**src/rtl/huffman_dec_if.sv**
```systemverilog
// rtl/huffman_dec_if.sv - Packed-word input and decoded-codeword output bundle for huffman_dec
interface huffman_dec_if #(
   parameter int W = 8,
   parameter int C = 4
);
   logic [W-1:0] d_in;
   logic         en_in;
   logic         rdy_in;
   logic [W-1:0] d_out;
   logic [C-1:0] w_out;
   logic [3:0]   sym_out;
   logic         en_out;

   modport master (
      output d_in, en_in,
      input  rdy_in, d_out, w_out, sym_out, en_out
   );

   modport slave (
      input  d_in, en_in,
      output rdy_in, d_out, w_out, sym_out, en_out
   );
endinterface

```
**src/rtl/huffman_dec.sv**
```systemverilog
// rtl/huffman_dec.sv - Prefix-code decoder for the packed Huffman word stream (one codeword per cycle)
// Defining HUFF_DEC_STATS_EN adds a saturating decoded-symbol counter on sym_cnt.
module huffman_dec #(
   parameter int W   = 8,
   parameter int C   = 4,
   parameter int BUF = 16
) (
   input  logic         clk,
   input  logic         rst,
   huffman_dec_if.slave io,
   input  logic         flush,
   output logic         err_out,
   output logic [15:0]  sym_cnt
);
   localparam int CW = $clog2(BUF + 1);

   logic [BUF-1:0] buf_q, buf_d, shifted;
   logic [CW-1:0]  cnt_q, cnt_d, cnt_after, ones, wlen, cons;
   logic [W-1:0]   head, code;
   logic           complete, illegal, accept, lsb, strobe;

   assign io.rdy_in = (cnt_q <= CW'(BUF - W));
   assign accept    = io.en_in && io.rdy_in && !flush;
   assign head      = buf_q[BUF-1 -: W];

   // Bits past cnt are always zero, so the ones count never runs into stale data.
   always_comb begin
      logic stop;
      ones = '0;
      stop = 1'b0;
      lsb  = 1'b0;
      for (int i = 0; i < W; i++) begin
         if (!stop) begin
            if (head[W-1-i]) ones = ones + CW'(1);
            else             stop = 1'b1;
         end
      end
      for (int i = 0; i < W - 1; i++) begin
         if (ones == CW'(i)) lsb = head[W-2-i];
      end
   end

   assign wlen      = ones + CW'(2);
   assign complete  = (ones <= CW'(W - 2)) && (cnt_q >= wlen);
   assign illegal   = (cnt_q >= CW'(W)) && (ones == CW'(W));
   assign cons      = complete ? wlen : (illegal ? CW'(W) : '0);
   assign shifted   = buf_q << cons;
   assign cnt_after = cnt_q - cons;
   assign code      = head & ~({W{1'b1}} >> wlen);
   assign strobe    = complete && !flush;

   // New word lands directly behind whatever survives this cycle's consume.
   always_comb begin
      buf_d = shifted;
      cnt_d = cnt_after;
      if (flush) begin
         buf_d = '0;
         cnt_d = '0;
      end else if (accept) begin
         buf_d = shifted | ({io.d_in, {(BUF-W){1'b0}}} >> cnt_after);
         cnt_d = cnt_after + CW'(W);
      end
   end

   always_ff @(posedge clk or negedge rst) begin
      if (!rst) begin
         buf_q      <= '0;
         cnt_q      <= '0;
         io.d_out   <= '0;
         io.w_out   <= '0;
         io.sym_out <= '0;
         io.en_out  <= 1'b0;
         err_out    <= 1'b0;
      end else begin
         buf_q     <= buf_d;
         cnt_q     <= cnt_d;
         io.en_out <= strobe;
         if (strobe) begin
            io.d_out   <= code;
            io.w_out   <= wlen[C-1:0];
            io.sym_out <= {ones[2:0], lsb};
         end
         if (illegal && !flush) err_out <= 1'b1;
      end
   end

`ifdef HUFF_DEC_STATS_EN
   logic [15:0] sym_cnt_q;

   always_ff @(posedge clk or negedge rst) begin
      if (!rst) begin
         sym_cnt_q <= '0;
      end else if (strobe && sym_cnt_q != 16'hFFFF) begin
         sym_cnt_q <= sym_cnt_q + 16'd1;
      end
   end

   assign sym_cnt = sym_cnt_q;
`else
   assign sym_cnt = 16'h0000;
`endif
endmodule

```
**src/flat_wrapper.sv**
```systemverilog
// flat-port wrapper written by rule: the top's interface ports become plain ports
module huffman_dec_flat 
#(
   parameter int W   = 8,
   parameter int C   = 4,
   parameter int BUF = 16
)
  (clk, rst, flush, err_out, sym_cnt, io_d_in, io_en_in, io_rdy_in, io_d_out, io_w_out, io_sym_out, io_en_out);
  huffman_dec_if #(.W(W), .C(C)) io_i ();
  input  logic clk;
  input  logic rst;
  input  logic flush;
  output logic err_out;
  output logic [15:0] sym_cnt;
  input wire logic [$bits(io_i.d_in)-1:0] io_d_in;
  input wire logic [$bits(io_i.en_in)-1:0] io_en_in;
  output wire logic [$bits(io_i.rdy_in)-1:0] io_rdy_in;
  output wire logic [$bits(io_i.d_out)-1:0] io_d_out;
  output wire logic [$bits(io_i.w_out)-1:0] io_w_out;
  output wire logic [$bits(io_i.sym_out)-1:0] io_sym_out;
  output wire logic [$bits(io_i.en_out)-1:0] io_en_out;
  assign io_i.d_in = io_d_in;
  assign io_i.en_in = io_en_in;
  assign io_rdy_in = io_i.rdy_in;
  assign io_d_out = io_i.d_out;
  assign io_w_out = io_i.w_out;
  assign io_sym_out = io_i.sym_out;
  assign io_en_out = io_i.en_out;
  huffman_dec #(.W(W), .C(C), .BUF(BUF)) u_core (.clk(clk), .rst(rst), .io(io_i), .flush(flush), .err_out(err_out), .sym_cnt(sym_cnt));
endmodule
```
**config.mk**
```make
export PLATFORM = sky130hd
export DESIGN_NAME = huffman_dec_flat
export DESIGN_NICKNAME = d
export VERILOG_FILES = /design/src/rtl/huffman_dec_if.sv /design/src/rtl/huffman_dec.sv /design/src/flat_wrapper.sv
export SDC_FILE = /design/constraint.sdc
export NUM_CORES = 1
export LEC_CHECK = 0
export ABC_AREA = 1
export CORE_ASPECT_RATIO = 0.6
export CORE_UTILIZATION = 65
export CTS_CLUSTER_SIZE = 25
export DETAILED_ROUTE_END_ITERATION = 6
export DONT_BUFFER_PORTS = 1
export PLACE_DENSITY = 0.83
export SLEW_MARGIN = 25
export SYNTH_ARGS = -nofsm -noshare
export SYNTH_HDL_FRONTEND = slang
export SYNTH_SLANG_ARGS = --single-unit
```
**constraint.sdc**
```tcl
create_clock -name clk -period 9.5 [get_ports clk]
set_input_delay 0.95 -clock clk [delete_from_list [all_inputs] [get_ports clk]]
set_output_delay 0.95 -clock clk [all_outputs]
set_load 0.01 [all_outputs]
```
Word level (Yosys, flattened, before mapping)
Index checks and enable logic that the tools add are counted.

Reduce and logical (&&, ||, !) cells: 8. Multiplexer cells: 41. Bitwise gates (word level): 3. Shift operators: 3. Order comparisons: 4. $add $sub $neg: 10. Equality and inequality tests: 7.

Operators with widths (number): $mux W5 (17); $add A5 B1 Y5 const B (7); $mux W16 (2); $mux W1 (21); $or A16 B16 Y16 (1); $shl A16 B5 Y16 (1); $shr A16 B5 Y16 (1); $eq A5 B3 Y1 const B (3); $eq A5 B2 Y1 const B (2); $and A8 B8 Y8 (1); $not A8 Y8 (1); $shr A8 B5 Y8 const A (1); $logic_and A1 B1 Y1 (6); $add A5 B2 Y5 const B (1); $add A5 B4 Y5 const B (1); $eq A5 B1 Y1 const B (1); $eq A5 B4 Y1 const B (1); $ge A5 B4 Y1 const B (1); $ge A5 B5 Y1 (1); $le A5 B3 Y1 const B (1); $le A5 B4 Y1 const B (1); $logic_not A5 Y1 (1); $sub A5 B5 Y5 (1); $mux W4 (1); $logic_not A1 Y1 (1).

Logic and storage cells: 83. Register bits: 39. Output and inout bits: 35.

Longest topological paths before layout
Depth in word-level cells: 31. Mapped depth: 48. Mapped depth without buffers: 47.

Worst setup path before layout
Ideal clock, no wire load.

Path kind: flip-flop to flip-flop. Start: register u_core.buf_q[13]. End: register u_core.buf_q[5]. Period minus slack after synthesis: 6.574 ns. Stages on the path, launching flop included: 43. Data arrival time: 6.495 ns. Setup slack: 2.926 ns. Cells stage by stage: dfrtp_1 inv_1 a21boi_2 ha_1 inv_1 a31oi_1 nand2_1 nand2_1 nand2_1 inv_1 ha_1 nand2_1 nand2_1 ha_1 inv_1 nand2_1 nand2_1 inv_2 [... 7 more ...] ha_1 a21o_1 a221oi_1 nand3_1 a21boi_2 nand3_1 buf_4 inv_1 ha_1 fa_1 o21ai_0 xor2_1 inv_1 nor2_1 inv_1 nor2_1 a32oi_1 a21oi_1.

Longest elaborated chain between the ends: 26. Elaborated cells between the ends (all ways): 37.

Ends and longest elaborated chain: from (decl) (line huffman_dec.sv:17) `logic [BUF-1:0] buf_q, buf_d, shifted;`; from (signal assigned) (line huffman_dec.sv:75) `buf_q <= buf_d;`; $mux W5 (line huffman_dec.sv:34) `if (head[W-1-i]) ones = ones + CW'(1);`; $mux W5 (line huffman_dec.sv:33) `if (!stop) begin`; $add A5 B1 Y5 (line huffman_dec.sv:34); $mux W5 (line huffman_dec.sv:34); $mux W5 (line huffman_dec.sv:33); $add A5 B1 Y5 (line huffman_dec.sv:34); $mux W5 (line huffman_dec.sv:34); $mux W5 (line huffman_dec.sv:33); [... 9 more ...]; via u_core.ones[1] (line huffman_dec.sv:18) `logic [CW-1:0] cnt_q, cnt_d, cnt_after, ones, wlen, cons;`; [... 1 more ...]; via u_core.wlen[2] (line huffman_dec.sv:18); [... 1 more ...]; $logic_and A1 B1 Y1 (line huffman_dec.sv:44) `assign complete = (ones <= CW'(W - 2)) && (cnt_q >= wlen);`; $mux W5 * (line huffman_dec.sv:46) `assign cons = complete ? wlen : (illegal ? CW'(W) : '0);`; $sub A5 B5 Y5 (line huffman_dec.sv:48) `assign cnt_after = cnt_q - cons;`; $shr A16 B5 Y16 (line huffman_dec.sv:60) `buf_d = shifted | ({io.d_in, {(BUF-W){1'b0}}} >> cnt_after);`; $or A16 B16 Y16 (line huffman_dec.sv:60); $mux W16 * (line huffman_dec.sv:59) `end else if (accept) begin`; $mux W16 * (line huffman_dec.sv:56) `if (flush) begin`; via u_core.buf_d[5] (line huffman_dec.sv:17).

The timed path passes the listed nets; every way through them passes the cells marked *. A chain may end at the register's enable or synchronous reset.

Worst setup path in the final report
Start: register u_core.buf_q[13]. End: register u_core.buf_q[15].

The elaborated chain is that of the path after synthesis.

==> flow_summary.yaml <==
outcome:
  outcome: "finished with violations"
  violations: "design-rule violations"
die:
  start_util_pct: 69.7
  io_pins: 47
  die_w_um: 98.5
  core_um2: 5200
  die_y_um: 59.9
  rows: 20
  die-area_um2: 5890
pwr:
  pwr-share-comb_pct: 67.1
  ir_drop_uv: 338
  p_int_uw: 594
  p_leak_nw: 1.86
  netSwitchingPower_uw: 746
  sw_frac_of_total_pct: 55.7
  p_clk_share_pct: 12.9
  power.density_nw_per_um2: 364
  seq_power_share_pct: 20.0
worst_hold_path:
  hold_path.class: "primary input to asynchronous set/reset pin"
sta:
  rsz0062_at_grt: "no"
  clock_skew_ns: 0.00649
  fin_hold_ws_ns: 0.337
  final-setup-viol-count: 0
  fin_crit_ns: 8.44
  slew_viol_final: 0
  tightest_slew_ns: 0.896
  max_slew_margin_pct: 40.1
  fmaxAchievable_mhz: 118
  finalSetupTns_ns: 0
  hold_viol: 0
  period_share_pct: 88.9
global_route:
  antenna_found_initial: 0
  track_usage_pct: 35.8
  top_usage_layer: "met1"
  grt_max_degree: 39
  grt_use_met3_pct: 12.3
  grt.met1_usage_pct: 53.7
  grt_pass1_wl_um: 16200
  grt_pass1_vias: 3229
  grt.overflow.total: 0
  grt_util_met2_pct: 49.6
critical_path:
  cp_max_fo: 22
  arrival_ns: 8.68
  crit_required_ns: 9.74
  cp_slowest_stage_delay_ns: 0.67
  regToRegEndpoint: "u_core.buf_q[15]"
  cp-end-kind: "flip-flop"
  crit_top_cell: "nand2_1"
  reg2reg_depth: 43
  worst_setup_path_start_kind: "flip-flop"
  crit-reg2reg-launch: "u_core.buf_q[13]"
  crit_path_top_delay_cell: "nand3_1"
  criticalPathCategory: "flip-flop to flip-flop"
  r2r_slack_ns: 1.06
placement:
  portBuffers: 0
  detailed_place_hpwl_um: 7480
  gp_congestion: 0.969
clock_network:
  clk_pin_slew_worst_paths_ns: 0.08
  clock_path_buffers: 2
  post_cts_buffers: 0
  root_buffer: "clkbuf_8"
  hold_buffers: 0
  cts_buffers: 5
  htreeDepth: 2
  numClockSinks: 38
  cts_resized: 0
  clk_latency_ns: 0.30
  cts_tree: "yes"
routing:
  dr_total_vias: 3784
  vias_per_cell: 6.33
  drtAntennaViolNets: 0
  routedWlPerCell_um: 16.8
  drc: 2
  drtPass1Iterations: 7
  first_iter_violations: 580
  wirelength_um: 10100
synth:
  synthCells: 545
  yosysSeqAreaShare_pct: 26.2
  synth_async_sr_flop_share_pct: 100
  ys.flop_type: "dfrtp_1"
  synth_area_um2: 3630
  ys_ff_latch: 38
  synth-edff-count: 0
  synth_warnings: 0
  avgSynthCellArea_um2: 6.66
  ys_types: 45
layout:
  fin_nets: 558
  drive_gt1_share_pct: 9.02
  num_antenna_cells: 0
  areaGrowthSynthToFinish_pct: 1.59
  final_util_pct: 70.8
job:
  maxCapViolCount: 0
[layout by cell type (no fill, tap or decap), drive strengths merged, types with 3 or more instances in the layout]
master | netlist | final
o21ai | 32 | 32
conb | 1 | 16
nand3 | 114 | 114
nand4 | 9 | 9
a21oi | 20 | 20
dfrtp | 38 | 38
mux2i | 6 | 6
inv | 63 | 63
ha | 14 | 14
xor2 | 4 | 4
clkbuf | 8 | 6
a31oi | 3 | 3
nor2 | 32 | 32
nand2 | 141 | 141
nor3 | 5 | 5
[state kept, by name (all words and copies together), names as in the netlist]
| name | flops |
|---|---|
| u_core.buf_q | 16 |
| u_core.cnt_q | 5 |
| u_core.err_out | 1 |
| u_core.io.d_out | 8 |
| u_core.io.en_out | 1 |
| u_core.io.sym_out | 4 |
| u_core.io.w_out | 3 |
[power by group through the flow]
stage,combinational (mW),clock (mW),sequential (mW)
floorplan,0.713,0,0.245
global placement,0.857,0,0.265
detailed placement,0.865,0,0.266
CTS,0.869,0.173,0.264
global route,0.984,0.179,0.272
finish,0.900,0.173,0.268
[worst max-delay path by stage]
stage / startpoint / to / slack, ns / cells after the start
final: u_core.buf_q[13] / u_core.buf_q[15] / 1.06 / 43
after global routing: u_core.buf_q[13] / u_core.buf_q[5] / 0.51 / 41
after CTS: u_core.buf_q[13] / u_core.buf_q[15] / 1.31 / 43
after detailed placement: u_core.buf_q[13] / u_core.buf_q[15] / 1.38 / 43
after global placement: u_core.buf_q[13] / u_core.buf_q[15] / 1.68 / 43
after floorplan: u_core.buf_q[13] / u_core.buf_q[5] / 2.93 / 42
[cells in the mapped netlist, drive strengths merged, types with 2 or more instances]
cell type / number / area share, %
a31oi: 3 / 0.52
mux2i: 6 / 1.7
a21oi: 20 / 3.1
o211ai: 2 / 0.41
a21o: 2 / 0.41
xor2: 4 / 0.97
ha: 14 / 4.8
nand3b: 2 / 0.41
dfrtp: 38 / 26
nand3: 114 / 16
o21ai: 32 / 4.4
a32oi: 2 / 0.48
nor2: 32 / 4.8
o221ai: 2 / 0.48
nand4: 9 / 2.0
clkbuf: 8 / 0.83
o31ai: 2 / 0.41
inv: 63 / 6.5
nor3: 5 / 0.83
a21boi: 2 / 0.62
buf: 30 / 5.8
nand2: 141 / 15
or2: 2 / 0.35
o41ai: 2 / 0.48
[worst max-delay path, delay by kind of cell, from the launching register on]
family | cells | cell delay, ns
and+or+nand+nor | 17 | 2.64
DFF | 1 | 0.45
xor gates and xnor gates | 1 | 0.46
AOI/OAI and AO/OA | 6 | 1.10
buffers and inverters | 11 | 1.23
adders and majority gates | 8 | 2.52
[metal layers]
layer | vias up | part of all wire, % | wire length, µm
met3 | 16 | 16 | 1560
met2 | 293 | 40 | 4010
li1 | 1757 | - | -
met5 | - | 0 | 0
met4 | 0 | 0.86 | 87
met1 | 1718 | 44 | 4410
[cell families after synthesis]
logic type,synth area share (%)
compound gates,12.2
simple gates,40.1
fa+ha+maj,5.38
other cells,0.103
flops,26.2
xor+xnor,1.21
buf+inv,13.2
mux,1.66
[through the flow]
step	area [µm²]	power, mW	std cells	setup slack (ns)
3_5_place_dp	3540	1.13	590	1.38
3_3_place_gp	3540	1.12	590	1.68
2_1_floorplan	3680	0.958	560	2.93
4_1_cts	3690	1.31	598	1.31
5_1_grt	3690	1.44	598	0.508
6_report	3690	1.34	598	1.06
[area by class of cell]
cell class                 instances  area, µm²
multi-input combinational        420       2250
tap                               66       82.6
clock buffer                       6       82.6
timing repair buffer               2       15.0
sequential                        38        951
fill                             429       1520
inverter                          64        240
clock inverter                     2       60.1
(Power assumes the default switching activity.)
